**src/rtl/div_pkg.sv**
```systemverilog
// Shared encodings and constants for the sequential restoring divider.
package div_pkg;
  localparam int DP_W = 64;  // width of the RCA_sub datapath

  typedef enum logic [1:0] {
    S_IDLE = 2'd0,
    S_RUN  = 2'd1,
    S_DONE = 2'd2
  } state_t;
endpackage

```
**src/rtl/seq_restoring_divider_rca_sub.sv**
```systemverilog
// 64-bit ripple-carry subtractor: diff = a - b, computed as a + ~b + 1.
module RCA_sub
  import div_pkg::*;
(
  input  logic [DP_W-1:0] a,
  input  logic [DP_W-1:0] b,
  output logic [DP_W-1:0] diff,
  output logic            cout
);
  genvar i;
  // Each stage keeps its own carry so the chain is not one self-feeding vector.
  for (i = 0; i < DP_W; i++) begin : g_bit
    logic cin, co, p;
    if (i == 0) begin : g_first
      assign cin = 1'b1;
    end else begin : g_next
      assign cin = g_bit[i-1].co;
    end
    assign p       = a[i] ^ ~b[i];
    assign diff[i] = p ^ cin;
    assign co      = (a[i] & ~b[i]) | (cin & p);
  end
  assign cout = g_bit[DP_W-1].co;
endmodule

```
**src/rtl/seq_restoring_divider.sv**
```systemverilog
// Multi-cycle unsigned restoring divider: one trial subtraction per clock
// through a shared RCA_sub, results reported with a one-cycle done pulse.
module seq_restoring_divider
  import div_pkg::*;
#(
  parameter int WIDTH = 16
) (
  input  logic             clk,
  input  logic             rst_n,
  input  logic             start,
  input  logic [WIDTH-1:0] dividend,
  input  logic [WIDTH-1:0] divisor,
  output logic             busy,
  output logic             done,
  output logic [WIDTH-1:0] quotient,
  output logic [WIDTH-1:0] remainder,
  output logic             div_by_zero
);
  localparam int CW = $clog2(WIDTH) + 1;

  state_t           state;
  logic [WIDTH-1:0] q, d;
  logic [WIDTH:0]   r;
  logic [CW-1:0]    cnt;

  logic [WIDTH:0]   s, r_nxt;
  logic [WIDTH-1:0] q_nxt;
  logic [DP_W-1:0]  sub_a, sub_b, diff;
  logic             cout_unused, unused_diff, trial_ok;

  assign s     = {r[WIDTH-1:0], q[WIDTH-1]};
  assign sub_a = DP_W'(s);
  assign sub_b = DP_W'(d);

  RCA_sub u_sub (
    .a    (sub_a),
    .b    (sub_b),
    .diff (diff),
    .cout (cout_unused)
  );

  assign unused_diff = ^diff[DP_W-2:WIDTH+1];
  assign trial_ok    = ~diff[DP_W-1];
  assign r_nxt       = trial_ok ? diff[WIDTH:0] : s;
  assign q_nxt       = {q[WIDTH-2:0], trial_ok};

  always_ff @(posedge clk or negedge rst_n) begin
    if (!rst_n) begin
      state       <= S_IDLE;
      q           <= '0;
      r           <= '0;
      d           <= '0;
      cnt         <= '0;
      busy        <= 1'b0;
      done        <= 1'b0;
      quotient    <= '0;
      remainder   <= '0;
      div_by_zero <= 1'b0;
    end else begin
      done <= 1'b0;
      case (state)
        S_IDLE: begin
          if (start) begin
            q           <= dividend;
            r           <= '0;
            d           <= divisor;
            div_by_zero <= (divisor == '0);
            busy        <= 1'b1;
            state       <= S_RUN;
            // A zero divisor skips straight to the last count so the result
            // appears one cycle later without running the datapath.
            cnt         <= (divisor == '0) ? CW'(WIDTH - 1) : '0;
          end
        end
        S_RUN: begin
          if (!div_by_zero) begin
            r <= r_nxt;
            q <= q_nxt;
          end
          cnt <= cnt + 1'b1;
          if (cnt == CW'(WIDTH - 1)) begin
            state <= S_DONE;
            done  <= 1'b1;
            if (div_by_zero) begin
              quotient  <= '1;
              remainder <= q;
            end else begin
              quotient  <= q_nxt;
              remainder <= r_nxt[WIDTH-1:0];
            end
          end
        end
        S_DONE: begin
          state <= S_IDLE;
          busy  <= 1'b0;
        end
        default: state <= S_IDLE;
      endcase
    end
  end
endmodule

```
**config.mk**
```make
export PLATFORM = sky130hd
export DESIGN_NAME = seq_restoring_divider
export DESIGN_NICKNAME = d
export VERILOG_FILES = /design/src/rtl/div_pkg.sv /design/src/rtl/seq_restoring_divider_rca_sub.sv /design/src/rtl/seq_restoring_divider.sv
export SDC_FILE = /design/constraint.sdc
export NUM_CORES = 1
export LEC_CHECK = 0
export ABC_AREA = 1
export CAP_MARGIN = 15
export CORE_MARGIN = 5
export CORE_UTILIZATION = 35
export CTS_CLUSTER_SIZE = 30
export DETAILED_ROUTE_END_ITERATION = 10
export HOLD_SLACK_MARGIN = 0.02
export SLEW_MARGIN = 20
export SYNTH_ARGS = -nofsm -noshare
export SYNTH_HDL_FRONTEND = slang
export SYNTH_SLANG_ARGS = --single-unit
```
**constraint.sdc**
```tcl
create_clock -name clk -period 6.71 [get_ports clk]
set_clock_uncertainty 0.2 [all_clocks]
set_input_delay 1.342 -clock clk [delete_from_list [all_inputs] [get_ports clk]]
set_output_delay 1.342 -clock clk [all_outputs]
set_load 0.01 [all_outputs]
```
Yosys cells after proc, flatten, opt, wreduce, memory -nomap -nowiden
Index checks and enable logic that the tools add are counted.
- register bits: 90
- input bits: 35
- output and inout bits: 35
- logic and storage cells: 144
- add/sub/neg operators: 1
- eq/ne operators: 6
- mux-type cells: 19
- bitwise logic cells: 98
- reductions and logical operators: 10
- operators with widths (cell ; count):
    $mux 16 ; 7
    $pmux 16 s2 ; 2
    $and 1x1->1 ; 32
    $xor 1x1->1 ; 31
    $not 1->1 ; 18
    $or 1x1->1 ; 17
    $logic_not 16->1 ; 1
    $pmux 5 s2 ; 1
    $reduce_and 2->1 ; 5
    $ne 2x2->1 const B ; 3
    $add 5x1->5 const B ; 1
    $eq 5x4->1 const B ; 1
    $mux 5 ; 1
    $mux 2 ; 2
    $mux 4 ; 1
    $pmux 2 s2 ; 1
    $reduce_bool 2->1 ; 2
    $mux 1 ; 3
    $reduce_and 3->1 ; 1
    $eq 2x1->1 const B ; 1
    $eq 2x2->1 const B ; 1
    $logic_not 2->1 ; 1
    $pmux 1 s2 ; 1

Logic depth before layout (Yosys ltp)
- word-level depth: 38
- depth in mapped cells: 26
- gate-level depth less buffers: 25

Cells and area by module
A second synthesis with hierarchy kept.
- cells, all modules: 712
- area, all modules: 5945.7 µm²
- by module, submodules not included (module ; instances ; cells each ; area each (µm²) ; seq. area each (µm²)):
    seq_restoring_divider ; 1 ; 519 ; 4187.8 ; 2252.2
    RCA_sub ; 1 ; 193 ; 1757.9 ; 0.0

Least setup slack after synthesis
Ideal clock, no wire load.
- path type: reg-to-reg
- start point: register q[15]
- end point: register remainder[1]
- library setup time: 0.121 ns
- data arrival time: 6.599 ns
- data required time: 6.389 ns
- setup slack: -0.210 ns
- cell stages (with the launch flop): 26
- path buffers: 1
- period minus slack after synthesis: 6.920 ns
- path through: dfrtp_1 inv_1 ha_1 inv_1 fa_1 fa_1 fa_1 fa_1 fa_1 fa_1 fa_1 fa_1 fa_1 fa_1 fa_1 fa_1 fa_1 inv_1 fa_1 fa_1 nand2_2 buf_2 o21ai_0 nand2_1 nand2_1 o21ai_1
- longest elaborated chain between the ends: 36
- elaborated cells on any way between the ends: 38
- classes of those cells: 2 x mux; 36 x bitwise
- RTL lines (what ; line ; source):
    from (decl) ; seq_restoring_divider.sv:22 ; logic [WIDTH-1:0] q, d;
    from (signal assigned) ; seq_restoring_divider.sv:64 ; q <= dividend;
    from (signal assigned) ; seq_restoring_divider.sv:78 ; q <= q_nxt;
    $and 1x1->1 or $xor 1x1->1 (tied branches) ; seq_restoring_divider_rca_sub.sv:21, seq_restoring_divider_rca_sub.sv:19 ;
    $or 1x1->1 (*) ; seq_restoring_divider_rca_sub.sv:21 ; assign co = (a[i] & ~b[i]) | (cin & p);
    $and 1x1->1 ; seq_restoring_divider_rca_sub.sv:21 ;
    $or 1x1->1 ; seq_restoring_divider_rca_sub.sv:21 ;
    $and 1x1->1 ; seq_restoring_divider_rca_sub.sv:21 ;
    $or 1x1->1 ; seq_restoring_divider_rca_sub.sv:21 ;
    $and 1x1->1 ; seq_restoring_divider_rca_sub.sv:21 ;
    $or 1x1->1 ; seq_restoring_divider_rca_sub.sv:21 ;
    [20 not listed] ; n/a ;
    $and 1x1->1 ; seq_restoring_divider_rca_sub.sv:21 ;
    $or 1x1->1 ; seq_restoring_divider_rca_sub.sv:21 ;
    $and 1x1->1 ; seq_restoring_divider_rca_sub.sv:21 ;
    $or 1x1->1 ; seq_restoring_divider_rca_sub.sv:21 ;
    $and 1x1->1 ; seq_restoring_divider_rca_sub.sv:21 ;
    $or 1x1->1 ; seq_restoring_divider_rca_sub.sv:21 ;
    $mux 16 (*) ; seq_restoring_divider.sv:44 ; assign r_nxt = trial_ok ? diff[WIDTH:0] : s;
    $mux 16 (*) ; seq_restoring_divider.sv:84 ; if (div_by_zero) begin
    to (signal assigned) ; seq_restoring_divider.sv:86 ; remainder <= q;
    to (signal assigned) ; seq_restoring_divider.sv:89 ; remainder <= r_nxt[WIDTH-1:0];
    to (decl) ; seq_restoring_divider.sv:16 ; output logic [WIDTH-1:0] remainder,
Mark *: on every way between the ends. The rest lies on a longest branch, timed or not.
A chain may end at the register's enable or synchronous reset.

Worst setup path after layout
- start point: register q[15]
- end point: register remainder[5]
- longest elaborated chain between the ends: 36
- elaborated cells on any way between the ends: 38
- classes of those cells: 2 x mux; 36 x bitwise
- RTL lines (what ; line):
    $and 1x1->1 or $xor 1x1->1 (tied branches) ; seq_restoring_divider_rca_sub.sv:21, seq_restoring_divider_rca_sub.sv:19
    $or 1x1->1 (*) ; seq_restoring_divider_rca_sub.sv:21
    $and 1x1->1 (*) ; seq_restoring_divider_rca_sub.sv:21
    $or 1x1->1 (*) ; seq_restoring_divider_rca_sub.sv:21
    $and 1x1->1 (*) ; seq_restoring_divider_rca_sub.sv:21
    $or 1x1->1 (*) ; seq_restoring_divider_rca_sub.sv:21
    $and 1x1->1 (*) ; seq_restoring_divider_rca_sub.sv:21
    $or 1x1->1 (*) ; seq_restoring_divider_rca_sub.sv:21
    [20 not listed] ; n/a
    $and 1x1->1 ; seq_restoring_divider_rca_sub.sv:21
    $or 1x1->1 ; seq_restoring_divider_rca_sub.sv:21
    $and 1x1->1 ; seq_restoring_divider_rca_sub.sv:21
    $or 1x1->1 ; seq_restoring_divider_rca_sub.sv:21
    $and 1x1->1 ; seq_restoring_divider_rca_sub.sv:21
    $or 1x1->1 ; seq_restoring_divider_rca_sub.sv:21
    $mux 16 (*) ; seq_restoring_divider.sv:44
    $mux 16 (*) ; seq_restoring_divider.sv:84
Marked as above.

==> impl_results.md <==
- Cells on worst reg2reg path: 25
- ANT cells: 0
- M2 GR Usage: 24.40%
- Yosys warnings: 0
- Nets@finish: 617
- Crit start category: flop
- Post-Place Setup Slack: -0.3057 ns
- Top Usage Layer GRT: met2
- CTS tree: built
- CTS Sinks: 90
- WL/cell: 15.70 um
- Clock Latency Late Sink: 0.34 ns
- Syn nets: 537
- Fraction of layout cells with a size suffix above 1: 23.73%
- Status: finished, final reports clean
- Dominant cells by area after synthesis: dfrtp_1, nand2_1, fa_1, inv_1, o22ai_2
- Post-synth top area cell: dfrtp_1
- Top cell type's share of synthesized area: 48.94%
- Total Power: 3.873 mW
- #FFs+latches synth: 90
- Final ANT Viol Nets: 0
- Total placed cells including tap cells: 719
- Rel. slew slack: 44.49%
- DR DRC count: 0
- Met1 Use GR: 19.90%
- DR pass1 iterations: 4
- Leakage: 2.767 nW
- Gr usage total: 14.76%
- CTS root buffer: clkbuf_16
- Cell depth of the worst hold path: 2
- Worst Slack Setup Final: 0.09864 ns
- Fin. max-slew vios: 0
- Fill cells: 1,163
- Via count: 3,537
- Final hold violations: 0
- Final design utilization: 47.61%
- Fin Setup TNS: 0 ns
- Clock slew at reported path FFs: 0.07 ns
- Critical Path AT: 6.64 ns
- Worst VDD drop: 0.0002653 V
- Hold crit path type: flop to flop
- First-pass GRT wire length: 18,920 um
- Setup-failing EPs final: 0
- Die X-Extent: 124.7 um
- Core Region: 12,770 um2
- Crit-path max FO: 7
- Detailed Place HPWL: 7864 um
- Synth Instances: 484
- RSZ-0062 raised after global routing: yes
- Tmin final: 6.611 ns
- Mapped cell area: 4602 um2
- Drt total wl: 11,630 um
- Vias per cell: 4.773
- Fmax: 0.1513 GHz
- Routability cong.: 0.7998
- CTS buffer count: 9
- Largest net degree at the start of global routing: 65
- Sequential area share after synthesis: 48.94%
- Final std cells w/o fill: 741
- Vias in the first global route: 3,709
- Synth unique cells: 28
- PD cells: 636.9 nW/um2
- Die area: 15,540 um2
- Least-Margin Pin Slew: 0.8326 ns
- Critical path class: flop to flop
- Fin crit share: 98.53%
- Syn Area/Cell: 9.508 um2
- Gr ovfl total: 0
- Die height: 124.7 um
- Number of DRC markers in iteration 0: 214
- Initial core utilization: 36.03%
- H-tree depth: 3
- CTS max path bufs: 2
- Port Buffers: 69
- WP data required: 6.74 ns
- Area growth from synthesis to layout: 32.14%
- Ports: 70
- Max-cap violations: 0
- Met3 Resource Use GR: 3.259%
- Num rows: 41
- Initial antenna violation count: 0
- CP Capture Type: flop
==> cell usage in the layout (no fill, tap or decap), drive strengths merged, types with 15 or more instances in the layout <==
| cell | netlist | routed |
|---|---|---|
| nand2 | 124 | 124 |
| dfrtp | 90 | 90 |
| inv | 68 | 70 |
| clkdlybuf4s50 | 0 | 68 |
| o21ai | 67 | 67 |
| nor2 | 37 | 37 |
| buf | 23 | 24 |
| o22ai | 17 | 17 |
| o211ai | 16 | 16 |
| a2bb2oi | 15 | 15 |
| fa | 15 | 15 |
==> repair_timing <==
action	in CTS	in global routing
gates cloned	0	3
hold buffers	0	0
pin swaps	1	5
gates resized for setup	17	26
setup endpoints to repair	34	32
buffers inserted	1	2
hold endpoints to repair	0	0
==> worst paths after layout <==
check	slack (ns)	to	start
min in group asynchronous	0.71	d[3]	rst_n
max	0.1	remainder[5]	q[15]
max reg2reg	0.1	remainder[5]	q[15]
max in group asynchronous	4.44	quotient[5]	rst_n
min reg2reg	0.29	cnt[3]	cnt[3]
min	0.29	cnt[3]	cnt[3]
==> per-stage QoR <==
step / hold WS, ns / area, um2
floorplan: 0.2488 / 4684
global placement: 0.2645 / 5520
detailed placement: 0.2735 / 5520
CTS: 0.2902 / 5908
global route: 0.3161 / 6081
finish: 0.2869 / 6081
==> cells in the mapped netlist <==
master,instances
a21oi_1,1
a2bb2oi_1,15
buf_12,1
buf_2,8
buf_4,2
buf_6,12
clkbuf_1,2
clkinv_2,1
dfrtp_1,90
fa_1,15
ha_1,3
inv_1,62
inv_2,5
inv_4,1
nand2_1,119
nand2_2,1
nand2_4,4
nand3_1,5
nor2_1,34
nor2_2,1
nor2_4,2
o211ai_1,9
o211ai_2,7
o21ai_0,25
o21ai_1,37
o21ai_2,5
o22ai_1,1
o22ai_2,16
==> layer usage <==
metal	routed length, um	part of all wire [%]
met5	0	0
met2	5700	49
met1	5450	47
met3	364	3.1
met4	115	0.99
==> worst max-delay path, cell delays in order (launching register included) <==
cell and delay [ns]:
dfrtp_1 0.39, inv_2 0.09, ha_4 0.13, inv_2 0.03
fa_2 0.33, fa_2 0.35, fa_2 0.35, fa_2 0.35
fa_2 0.35, fa_2 0.35, fa_2 0.35, fa_2 0.35
fa_2 0.35, fa_2 0.34, fa_2 0.35, fa_2 0.36
fa_2 0.34, inv_2 0.06, fa_2 0.18, fa_2 0.23
nand2_4 0.11, clkbuf_16 0.19, o21ai_4 0.16, nand2_2 0.06
nand2_2 0.08, o21ai_2 0.07
==> sequential cells by signal, indices dropped and copies added, names as in the netlist <==
register	count
remainder	16
q	16
d	16
done	1
div_by_zero	1
quotient	16
busy	1
state	2
r	16
cnt	5
==> power breakdown <==
part	total [mW]	switching [mW]	internal [mW]	leakage, nW
Clock	0.532	0.221	0.311	0.153
Combinational	2.37	1.24	1.13	1.55
Sequential	0.968	0.179	0.788	1.07
==> logic make-up after synthesis <==
family / count (synthesis) / share of synthesized area [%]
flip-flops: 90 / 48.94
AO/OA/AOI/OAI: 116 / 18.52
AND/OR/NAND/NOR: 166 / 14.76
buffers and inverters: 94 / 10.44
adder cells (fa/ha/maj): 18 / 7.341
==> cell type report <==
| cell class | count | area (um2) | share of cell area (%) |
|---|---|---|---|
| clock buffers | 11 | 252.7 | 4.156 |
| clock inverters | 5 | 60.06 | 0.9877 |
| multi-input cells | 300 | 2107 | 34.65 |
| well taps | 172 | 215.2 | 3.539 |
| inverters | 69 | 262.8 | 4.321 |
| repair buffers | 94 | 930.9 | 15.31 |
| flip-flops and latches | 90 | 2252 | 37.04 |
Note: power is estimated with default switching activity, not from simulation.
==> variant, RTL diff (same settings) <==
Make the reset (`rst_n`) synchronous in one clocked block.
--- a/src/rtl/seq_restoring_divider.sv
+++ b/src/rtl/seq_restoring_divider.sv
@@ -46,3 +46,3 @@
 
-  always_ff @(posedge clk or negedge rst_n) begin
+  always_ff @(posedge clk) begin
     if (!rst_n) begin
Formal check against the unedited RTL: differs if rst_n is asserted again (counterexample within 4 cycles, from zero or initial values and one cycle with rst_n low); with rst_n held inactive, the same outputs for 10 cycles.
==> variant against the unedited design <==
  * Synthesized area is 11% lower
  * Worst setup slack gained 130 ps
  * Sequential cell count unchanged
  * Cell area shrank 14%
  * Routed wire length fell by 8.4%
  * Critical endpoint is now remainder[7]
  * Critical path depth decreased by 3
  * Maximum frequency rose by 2.0%
Power is not compared: it rests on default switching activity, and its combinational part moved more than twofold at a synthesized area within 25%.
==> variant: results <==
INSERT INTO impl_metrics (metric_group, metric, value, unit) VALUES
('grt', 'grt_max_degree', '67', ''),
('drt', 'drt-initial-drc-count', '187', ''),
('grt', 'groute.usage.overall', '15.4', '%'),
('grt', 'use_met1', '20.8', '%'),
('drt', 'met2RoutedLength', '4820', 'µm'),
('final_layout', 'final_net_count', '628', ''),
('grt', 'grt_pass1_wl', '17700', 'µm'),
('logic_synthesis', 'synth_top_cells_by_area', 'dfxtp_1, a21oi_1, fa_1', ''),
('logic_synthesis', 'seq_area_frac_synth', '44.1', '%'),
('final_layout', 'share_of_final_layout_standard_cells_stronger_than_drive_strength_1', '8.79', '%'),
('outcome', 'result_of_the_run', 'finished, final reports clean', ''),
('critical_path', 'critical_path.max_stage_delay', '370', 'ps'),
('grt', 'number_of_global_route_vias_before_repair', '3533', ''),
('critical_path', 'critical_path_peak_fanout', '18', ''),
('placed_design', 'postPlaceCellArea', '4890', 'µm²'),
('placed_design', 'detailed_place_hpwl', '7430', 'µm'),
('logic_synthesis', 'avgSynthCellArea', '7.91', 'µm²'),
('logic_synthesis', 'ys_async_sr_fraction', '0', '%'),
('grt', 'use_met3', '3.22', '%'),
('logic_synthesis', 'yosys.cell_types.count', '23', ''),
('placed_design', 'finalWeightedCongestion', '0.807', ''),
('grt', 'grtUsageMet2', '23.0', '%'),
('logic_synthesis', 'yosys_most_used_dff', 'dfxtp_1', ''),
('placed_design', 'place_worst_setup_slack', '-181', 'ps'),
('logic_synthesis', 'synth_common_cells', 'a21oi_1, dfxtp_1, nand2_1', '');
variant: cell types whose count changed after synthesis, moves of 16 or more:
cell,change
o21ai_0,+33
o211ai_1,+23
clkbuf_1,+17
dfrtp_1,-90
a21oi_1,+101
dfxtp_1,+90
nand2_1,-54
o22ai_2,-16
variant: repair_timing:
| action | in CTS | in global routing |
|---|---|---|
| resized for setup | 11 | 13 |
| hold buffers | 0 | 0 |
| setup buffers | 0 | 1 |
| pin swaps | 3 | 5 |
| endpoints found under the hold margin | 0 | 0 |
| endpoints found under the setup margin | 33 | 33 |
| cloned | 0 | 0 |
variant: worst paths after layout:
check | from | cells after the start | to | slack (ps)
setup / recovery | d[0] | 22 | remainder[7] | 230
hold / removal | r[15] | 2 | r[15] | 270
setup reg to reg | d[0] | 22 | remainder[7] | 230
hold reg to reg | r[15] | 2 | r[15] | 270
variant: kinds of logic after synthesis:
family          share of synthesized area [%]
fa+ha+maj                                8.26
compound gates                           28.8
flops                                    44.1
simple gates                             9.49
buf+inv                                  9.34
variant: report_power, final:
| part | switching [µW] | internal (µW) | total [µW] | leakage (µW) |
|---|---|---|---|---|
| Combinational | 178 | 147 | 325 | 0.00111 |
| Clock | 209 | 251 | 461 | 0.000123 |
| Sequential | 21.8 | 564 | 585 | 0.000734 |
variant: worst max-delay path: cells and delay by family (launching register included):
kind	cells	cell delay (ps)
fa+ha+maj	16	5090
compound gates	2	340
flops	1	360
simple gates	1	80
buf+inv	3	270
variant: area by class of cell:
class,instances,area [µm²]
Clock inverter,4,28.8
Fill cell,1179,6190
Multi-Input combinational cell,334,1950
Inverter,58,218
Sequential cell,90,1800
Clock buffer,12,236
Timing Repair Buffer,82,817
Tap cell,143,179
